===== config.mk =====
export PLATFORM = sky130hd
export DESIGN_NAME = mem_access_arbiter
export DESIGN_NICKNAME = d
export VERILOG_FILES = /design/src/rtl/mem_access_arbiter.sv
export SDC_FILE = /design/constraint.sdc
export NUM_CORES = 1
export LEC_CHECK = 0
export CAP_MARGIN = 0
export CORE_AREA = 5 5 647 649
export DETAILED_ROUTE_END_ITERATION = 7
export DIE_AREA = 0 0 652 654
export SETUP_SLACK_MARGIN = 0.15
export SLEW_MARGIN = 20
export SYNTH_ARGS = -nofsm -noshare
export SYNTH_HDL_FRONTEND = slang
export SYNTH_SLANG_ARGS = --single-unit

===== constraint.sdc =====
create_clock -name clk -period 5.3 [get_ports clk]
set_input_delay 0.53 -clock clk [delete_from_list [all_inputs] [get_ports clk]]
set_output_delay 0.53 -clock clk [all_outputs]
set_load 0.05 [all_outputs]

===== src/rtl/mem_access_arbiter.sv =====
// rtl/mem_access_arbiter.sv - round-robin memory request arbiter with read-tag tracking
//
// Arbitrates line reads/writebacks from REQ_NUM requesters (0 = I-cache refill,
// 1..REQ_NUM-1 = D-cache MSHR entries) onto a single memory request channel.
// Reads are tagged with the requester index and tracked as pending until the
// matching response returns; writes complete at grant.
//
// Ports:
//   clk, rstN                      clock (rising edge), asynchronous active-low reset
//   reqValid/reqWrite/reqAddr/reqData  per-requester request (flattened vectors)
//   reqGrant                       one-hot, request latched this cycle
//   rspValid/rspData               registered one-hot read-data return
//   memReqValid/Write/Addr/Data/Tag, memReqReady   request channel to memory
//   memRspValid/Tag/Data           read-data channel from memory
//   pending                        outstanding-read bit per requester
//   protocolError                  sticky flag for unexpected responses
module mem_access_arbiter #(
    parameter int REQ_NUM    = 3,
    parameter int ADDR_WIDTH = 32,
    parameter int LINE_WIDTH = 256,
    localparam int TAG_WIDTH = (REQ_NUM > 1) ? $clog2(REQ_NUM) : 1
) (
    input  logic                             clk,
    input  logic                             rstN,
    input  logic [REQ_NUM-1:0]               reqValid,
    input  logic [REQ_NUM-1:0]               reqWrite,
    input  logic [REQ_NUM*ADDR_WIDTH-1:0]    reqAddr,
    input  logic [REQ_NUM*LINE_WIDTH-1:0]    reqData,
    output logic [REQ_NUM-1:0]               reqGrant,
    output logic [REQ_NUM-1:0]               rspValid,
    output logic [LINE_WIDTH-1:0]            rspData,
    output logic                             memReqValid,
    output logic                             memReqWrite,
    output logic [ADDR_WIDTH-1:0]            memReqAddr,
    output logic [LINE_WIDTH-1:0]            memReqData,
    output logic [TAG_WIDTH-1:0]             memReqTag,
    input  logic                             memReqReady,
    input  logic                             memRspValid,
    input  logic [TAG_WIDTH-1:0]             memRspTag,
    input  logic [LINE_WIDTH-1:0]            memRspData,
    output logic [REQ_NUM-1:0]               pending,
    output logic                             protocolError
);

    typedef enum logic {S_IDLE = 1'b0, S_SEND = 1'b1} state_t;

    state_t                  r_state;
    state_t                  w_state_nxt;
    logic                    r_mem_write;
    logic [ADDR_WIDTH-1:0]   r_mem_addr;
    logic [LINE_WIDTH-1:0]   r_mem_data;
    logic [TAG_WIDTH-1:0]    r_mem_tag;
    logic [TAG_WIDTH-1:0]    r_rr_ptr;
    logic [REQ_NUM-1:0]      r_pending;
    logic [REQ_NUM-1:0]      r_rsp_valid;
    logic [LINE_WIDTH-1:0]   r_rsp_data;
    logic                    r_proto_err;

    logic [REQ_NUM-1:0]      w_eligible;
    logic                    w_can_pick;
    logic                    w_found;
    logic                    w_fire;
    logic [TAG_WIDTH-1:0]    w_win;
    logic [TAG_WIDTH-1:0]    w_win_next;
    logic                    w_sel_write;
    logic [ADDR_WIDTH-1:0]   w_sel_addr;
    logic [LINE_WIDTH-1:0]   w_sel_data;
    logic [REQ_NUM-1:0]      w_rd_accept;
    logic [REQ_NUM-1:0]      w_rsp_hit;
    logic                    w_rsp_bad;
    int                      w_idx;

    // The request currently stalled on the channel must not be picked again.
    always_comb begin
        w_eligible = '0;
        for (int i = 0; i < REQ_NUM; i++) begin
            w_eligible[i] = reqValid[i] & ~r_pending[i] &
                            ~((r_state == S_SEND) && (r_mem_tag == TAG_WIDTH'(i)) && !memReqReady);
        end
    end

    // A new request may be latched when idle, or when the current one is accepted.
    assign w_can_pick = (r_state == S_IDLE) || memReqReady;

    // Round-robin scan starting at r_rr_ptr.
    always_comb begin
        w_found    = 1'b0;
        w_win      = '0;
        w_win_next = '0;
        w_idx      = 0;
        for (int k = 0; k < REQ_NUM; k++) begin
            w_idx = int'(r_rr_ptr) + k;
            if (w_idx >= REQ_NUM) w_idx = w_idx - REQ_NUM;
            if (!w_found && w_eligible[w_idx]) begin
                w_found    = 1'b1;
                w_win      = TAG_WIDTH'(w_idx);
                w_win_next = (w_idx + 1 >= REQ_NUM) ? '0 : TAG_WIDTH'(w_idx + 1);
            end
        end
    end

    assign w_fire = w_can_pick && w_found;

    always_comb begin
        w_sel_write = 1'b0;
        w_sel_addr  = '0;
        w_sel_data  = '0;
        for (int i = 0; i < REQ_NUM; i++) begin
            if (w_win == TAG_WIDTH'(i)) begin
                w_sel_write = reqWrite[i];
                w_sel_addr  = reqAddr[i*ADDR_WIDTH +: ADDR_WIDTH];
                w_sel_data  = reqData[i*LINE_WIDTH +: LINE_WIDTH];
            end
        end
    end

    // FSM: state register
    always_ff @(posedge clk or negedge rstN) begin
        if (!rstN) r_state <= S_IDLE;
        else       r_state <= w_state_nxt;
    end

    // FSM: next state
    always_comb begin
        w_state_nxt = r_state;
        case (r_state)
            S_IDLE:  w_state_nxt = w_found ? S_SEND : S_IDLE;
            S_SEND:  if (memReqReady) w_state_nxt = w_found ? S_SEND : S_IDLE;
            default: w_state_nxt = S_IDLE;
        endcase
    end

    // FSM: outputs (grant is gated by reset so it is zero while rstN is low)
    always_comb begin
        memReqValid = (r_state == S_SEND);
        reqGrant    = '0;
        for (int i = 0; i < REQ_NUM; i++) begin
            reqGrant[i] = rstN && w_fire && (w_win == TAG_WIDTH'(i));
        end
    end

    // Request registers only load on a grant, so they hold while stalled.
    always_ff @(posedge clk or negedge rstN) begin
        if (!rstN) begin
            r_mem_write <= 1'b0;
            r_mem_addr  <= '0;
            r_mem_data  <= '0;
            r_mem_tag   <= '0;
            r_rr_ptr    <= '0;
        end else if (w_fire) begin
            r_mem_write <= w_sel_write;
            r_mem_addr  <= w_sel_addr;
            r_mem_data  <= w_sel_data;
            r_mem_tag   <= w_win;
            r_rr_ptr    <= w_win_next;
        end
    end

    // A response is valid only for a tag with a read outstanding; anything
    // else (including tags >= REQ_NUM) matches no bit and is an error.
    always_comb begin
        w_rd_accept = '0;
        w_rsp_hit   = '0;
        for (int i = 0; i < REQ_NUM; i++) begin
            w_rd_accept[i] = (r_state == S_SEND) && memReqReady && !r_mem_write &&
                             (r_mem_tag == TAG_WIDTH'(i));
            w_rsp_hit[i]   = memRspValid && (memRspTag == TAG_WIDTH'(i)) && r_pending[i];
        end
    end

    assign w_rsp_bad = memRspValid && (w_rsp_hit == '0);

    always_ff @(posedge clk or negedge rstN) begin
        if (!rstN) begin
            r_pending   <= '0;
            r_rsp_valid <= '0;
            r_rsp_data  <= '0;
            r_proto_err <= 1'b0;
        end else begin
            r_pending   <= (r_pending | w_rd_accept) & ~w_rsp_hit;
            r_rsp_valid <= w_rsp_hit;
            if (|w_rsp_hit) r_rsp_data <= memRspData;
            r_proto_err <= r_proto_err | w_rsp_bad;
        end
    end

    assign memReqWrite   = r_mem_write;
    assign memReqAddr    = r_mem_addr;
    assign memReqData    = r_mem_data;
    assign memReqTag     = r_mem_tag;
    assign pending       = r_pending;
    assign rspValid      = r_rsp_valid;
    assign rspData       = r_rsp_data;
    assign protocolError = r_proto_err;

endmodule


==> results by group <==
Outcome
  – Status: completed

GRT
  – Initial antenna violation count: 488
  – Largest net degree at the start of global routing: 148
  – First-pass GRT wire length: 434000 um
  – Vias in the first global route: 28300
  – All-Layer GR Usage: 16.6%
  – Overflow after GRT: 0

Cells and area
  – Area of the multi-input gates: about 11000 sq um
  – Non-filler cells, final: 9565
  – Syn-to-layout area delta: 103%
  – Layout cells sized above 1: between 10% and 20%
  – Final Util: approximately 13%
  – Register Area: roughly 14000 sq um
  – Final Net Count: about 5000
  – Final instance area: 53400 sq um
  – Fill cells: roughly 47000

Yosys
  – Register bit total from synthesis: 557
  – Mapped cell area: 26300 sq um
  – Ys flop type: dfrtp_1
  – Post-synthesis simple-gate area fraction: a little under a tenth
  – Complex-gate fraction of the synthesized area: 15.6%
  – Top post-synthesis cells by area: dfrtp_1, mux2_2, a211oi_2
  – Yosys cell types: between 50 and 60
  – Post-synth top area share: between 50% and 60%
  – Post-synth EDFFs: 0
  – Largest family of logic cells by synthesized area: multiplexers
  – Synth Warn #: 0
  – Xor/xnor share of the synthesized area: 0%
  – Register area share after synthesis: 53.1%
  – Count leader, synth: dfrtp_1
  – Mean Syn Cell Area: between 10 and 15 sq um
  – Synth Area in Adders: less than 1%
  – Gate Count Post-Synth: between 2000 and 2500
  – Yosys top cell by area: dfrtp_1
  – Asr flop ratio synth: 100%
  – Post-synth top cells: dfrtp_1, mux2_2, nor2_1, nor3_1, mux2i_1
  – Synth Net Count: 3393
  – Mux cell area share after synthesis: between 10% and 20%

Timing
  – Final Hold Viols: 0
  – Final Critical Period: between 4 and 5 ns
  – Hold_ws: 0.203 ns
  – RSZ-0062 raised after global routing: no
  – Part of the cycle the worst path needs: between 80 and 90%
  – Fin. max-slew vios: 0
  – PnR worst setup slack: 0.652 ns
  – Slew HR: between 10% and 20%
  – Clk_skew: 0.0808 ns
  – Max Fclk: 0.215 GHz
  – Actual slew at the worst max-slew pin: between 1 and 1.5 ns
  – Setup TNS: 0 ns
  – Endpoints failing setup: 0

Clocking
  – H-tree depth: 3
  – Clock-pin slew on the worst setup and hold paths: about 0.06 ns
  – CTS sink count: about 560
  – CTS tree: done
  – CTS max path bufs: 4
  – Number of buffers created by CTS: 92
  – Root Buffer: clkbuf_16
  – Worst-skew pair later-pin latency: 0.87 ns

Floorplan
  – IO Count: approximately 1700
  – Core Area: just over 400000 sq um
  – Die width: 652 um
  – Starting Density: 6.38%
  – Die area: 426000 sq um
  – Die Span Y: 654 um
  – Row count: 236

Power and ir drop
  – Clock share of power: 14.7%
  – Switching share of power: 56.2%
  – Design Power: approximately 45 mW
  – Power Internal: 19.5 mW
  – Flop pwr share: between 10% and 20%
  – Combinational share of power: 67.5%
  – Psw: roughly 25 mW
  – Power Dens Cells: 837 nW/um^2
  – Pleak: 19.5 nW
  – Peak VDD IR: 0.528 mV

Setup path
  – Setup crit end kind: primary output
  – Critical path class: flip-flop to primary output
  – Worst Path Max Fanout: 24
  – Startpoint Class: flip-flop
  – Flop-to-flop setup slack: 1.03 ns
  – Crit-path cells: inv_1 > ha_1 > or4_1 > o311ai_2 > a21oi_2 > or2_4 > nor3b_2 > buf_4
  – Slowest cell on crit path: or4_1
  – CP arrival: 4.12 ns
  – Worst EP required: 4.77 ns
  – Reg2Reg Depth: 10
  – Critical R2R Launch: r_rr_ptr[0]
  – R2r endpoint: memReqData[16]
  – Max incr delay on CP: 0.73 ns

Routing
  – Pre-antenna DRT Iters: 5
  – Vias per cell: 3.01
  – Routed wl met2: 173000 um
  – DRC Markers: 0
  – DR iter-0 viols: about 1800
  – DRT met1 WL: 126000 um
  – Routed WL per cell: 38.7 um
  – ANT nets after route: 0
  – Met3 routed WL: between 50000 and 60000 um
  – Via count: 28800
  – Post-Route WL: roughly 370000 um
  – DR top layer: met5

Place
  – Port buffer count: 1689
  – Placed inst area: 50000 sq um
  – Placed cells: between 9000 and 10000
  – Dpl ws: 0.688 ns
  – GP Congestion: 1.01
  – Final HPWL DP: 329000 um

Job
  – Total of max-cap violations: 0

Hold path
  – Min-delay worst type: input pin to async pin
## kinds of logic after synthesis
logic type,count (synthesis)
and+or+nand+nor,537
AOI/OAI and AO/OA,511
adders and majority gates,4
muxes,449
buffers and inverters,199
DFF,557
## registers in the layout, summed over array words and instances, names as in the netlist, 2 cells and up
signal	flops
rspValid	3
memReqAddr	32
memReqData	256
memReqTag	2
rspData	256
pending	3
r_rr_ptr	2
## routing by layer
layer	GRT usage, %	up-vias
met5	0	-
met4	5.24	322
li1	-	11800
met2	27.9	1974
met1	16.8	13700
met3	10.8	1038
## worst max-delay path, delay by kind of cell (launching register included)
family                     cells  cell delay, ns
and+or+nand+nor                3            1.61
adders and majority gates      1            0.57
DFF                            1            0.37
AOI/OAI and AO/OA              2            0.36
buffers and inverters          2            0.38
## worst max path at each step
stage	cells past startpoint	slack (ns)	end	start
6_report	8	0.65	reqGrant[2]	r_rr_ptr[0]
5_1_grt	8	0.32	reqGrant[2]	r_rr_ptr[0]
4_1_cts	8	0.40	reqGrant[2]	r_rr_ptr[0]
3_5_place_dp	9	0.69	memReqData[17]	memReqReady
3_3_place_gp	10	0.26	memReqData[15]	memReqReady
2_1_floorplan	9	1.37	reqGrant[2]	memReqTag[0]
## area by class of cell
cell class	count	share of cell area (%)
sequential	557	26.1
multi-input combinational	1501	21.5
clock inverter	35	0.839
timing repair buffer	1762	33.2
clock buffer	127	4.99
inverter	6	0.0422
tap	5474	12.8
antenna	103	0.483
## cells in the final DEF, fill, tap and decap left out, types with 3 or more instances in the layout
cell type        netlist  layout
bufinv_16              0       9
dfrtp_1              557     557
o21ai_1               90      90
buf_4                 40      59
nand2b_1               3       3
nor2_1               207     207
clkinv_4               0       5
inv_1                  6       6
a211oi_2             169     169
inv_6                  0       5
buf_2                 59       4
a211oi_1              24      24
nor3_1               197     196
buf_12                 0      25
a21oi_1              103     103
mux2i_1              192     186
clkdlybuf4s50_1        0    1669
clkinvlp_4             0       4
ha_1                   4       4
o21ai_0               12      12
clkbuf_8               0      21
clkbuf_16              0      93
nand2_1              106     106
mux2i_2                0       6
clkinv_2               0      12
o22ai_1               97      97
diode_2                0     103
clkbuf_1              89      13
mux2_2               256     256
## repair_timing
action | in CTS | in global routing
buffers inserted | 0 | 0
hold buffers | 1 | 0
hold endpoints to repair | 85 | 0
setup endpoints to repair | 1 | 0
gates resized for setup | 1 | 0
## power groups by stage
| stage | combinational, mW | sequential, mW | clock [mW] |
|---|---|---|---|
| global placement | 30.9 | 7.96 | 0 |
| CTS | 31.0 | 7.97 | 6.89 |
| detailed placement | 30.9 | 8.01 | 0 |
| finish | 30.2 | 7.94 | 6.56 |
| floorplan | 9.54 | 15.2 | 0 |
| global route | 31.6 | 8.22 | 6.97 |
Power figures use the tool's default switching activity.
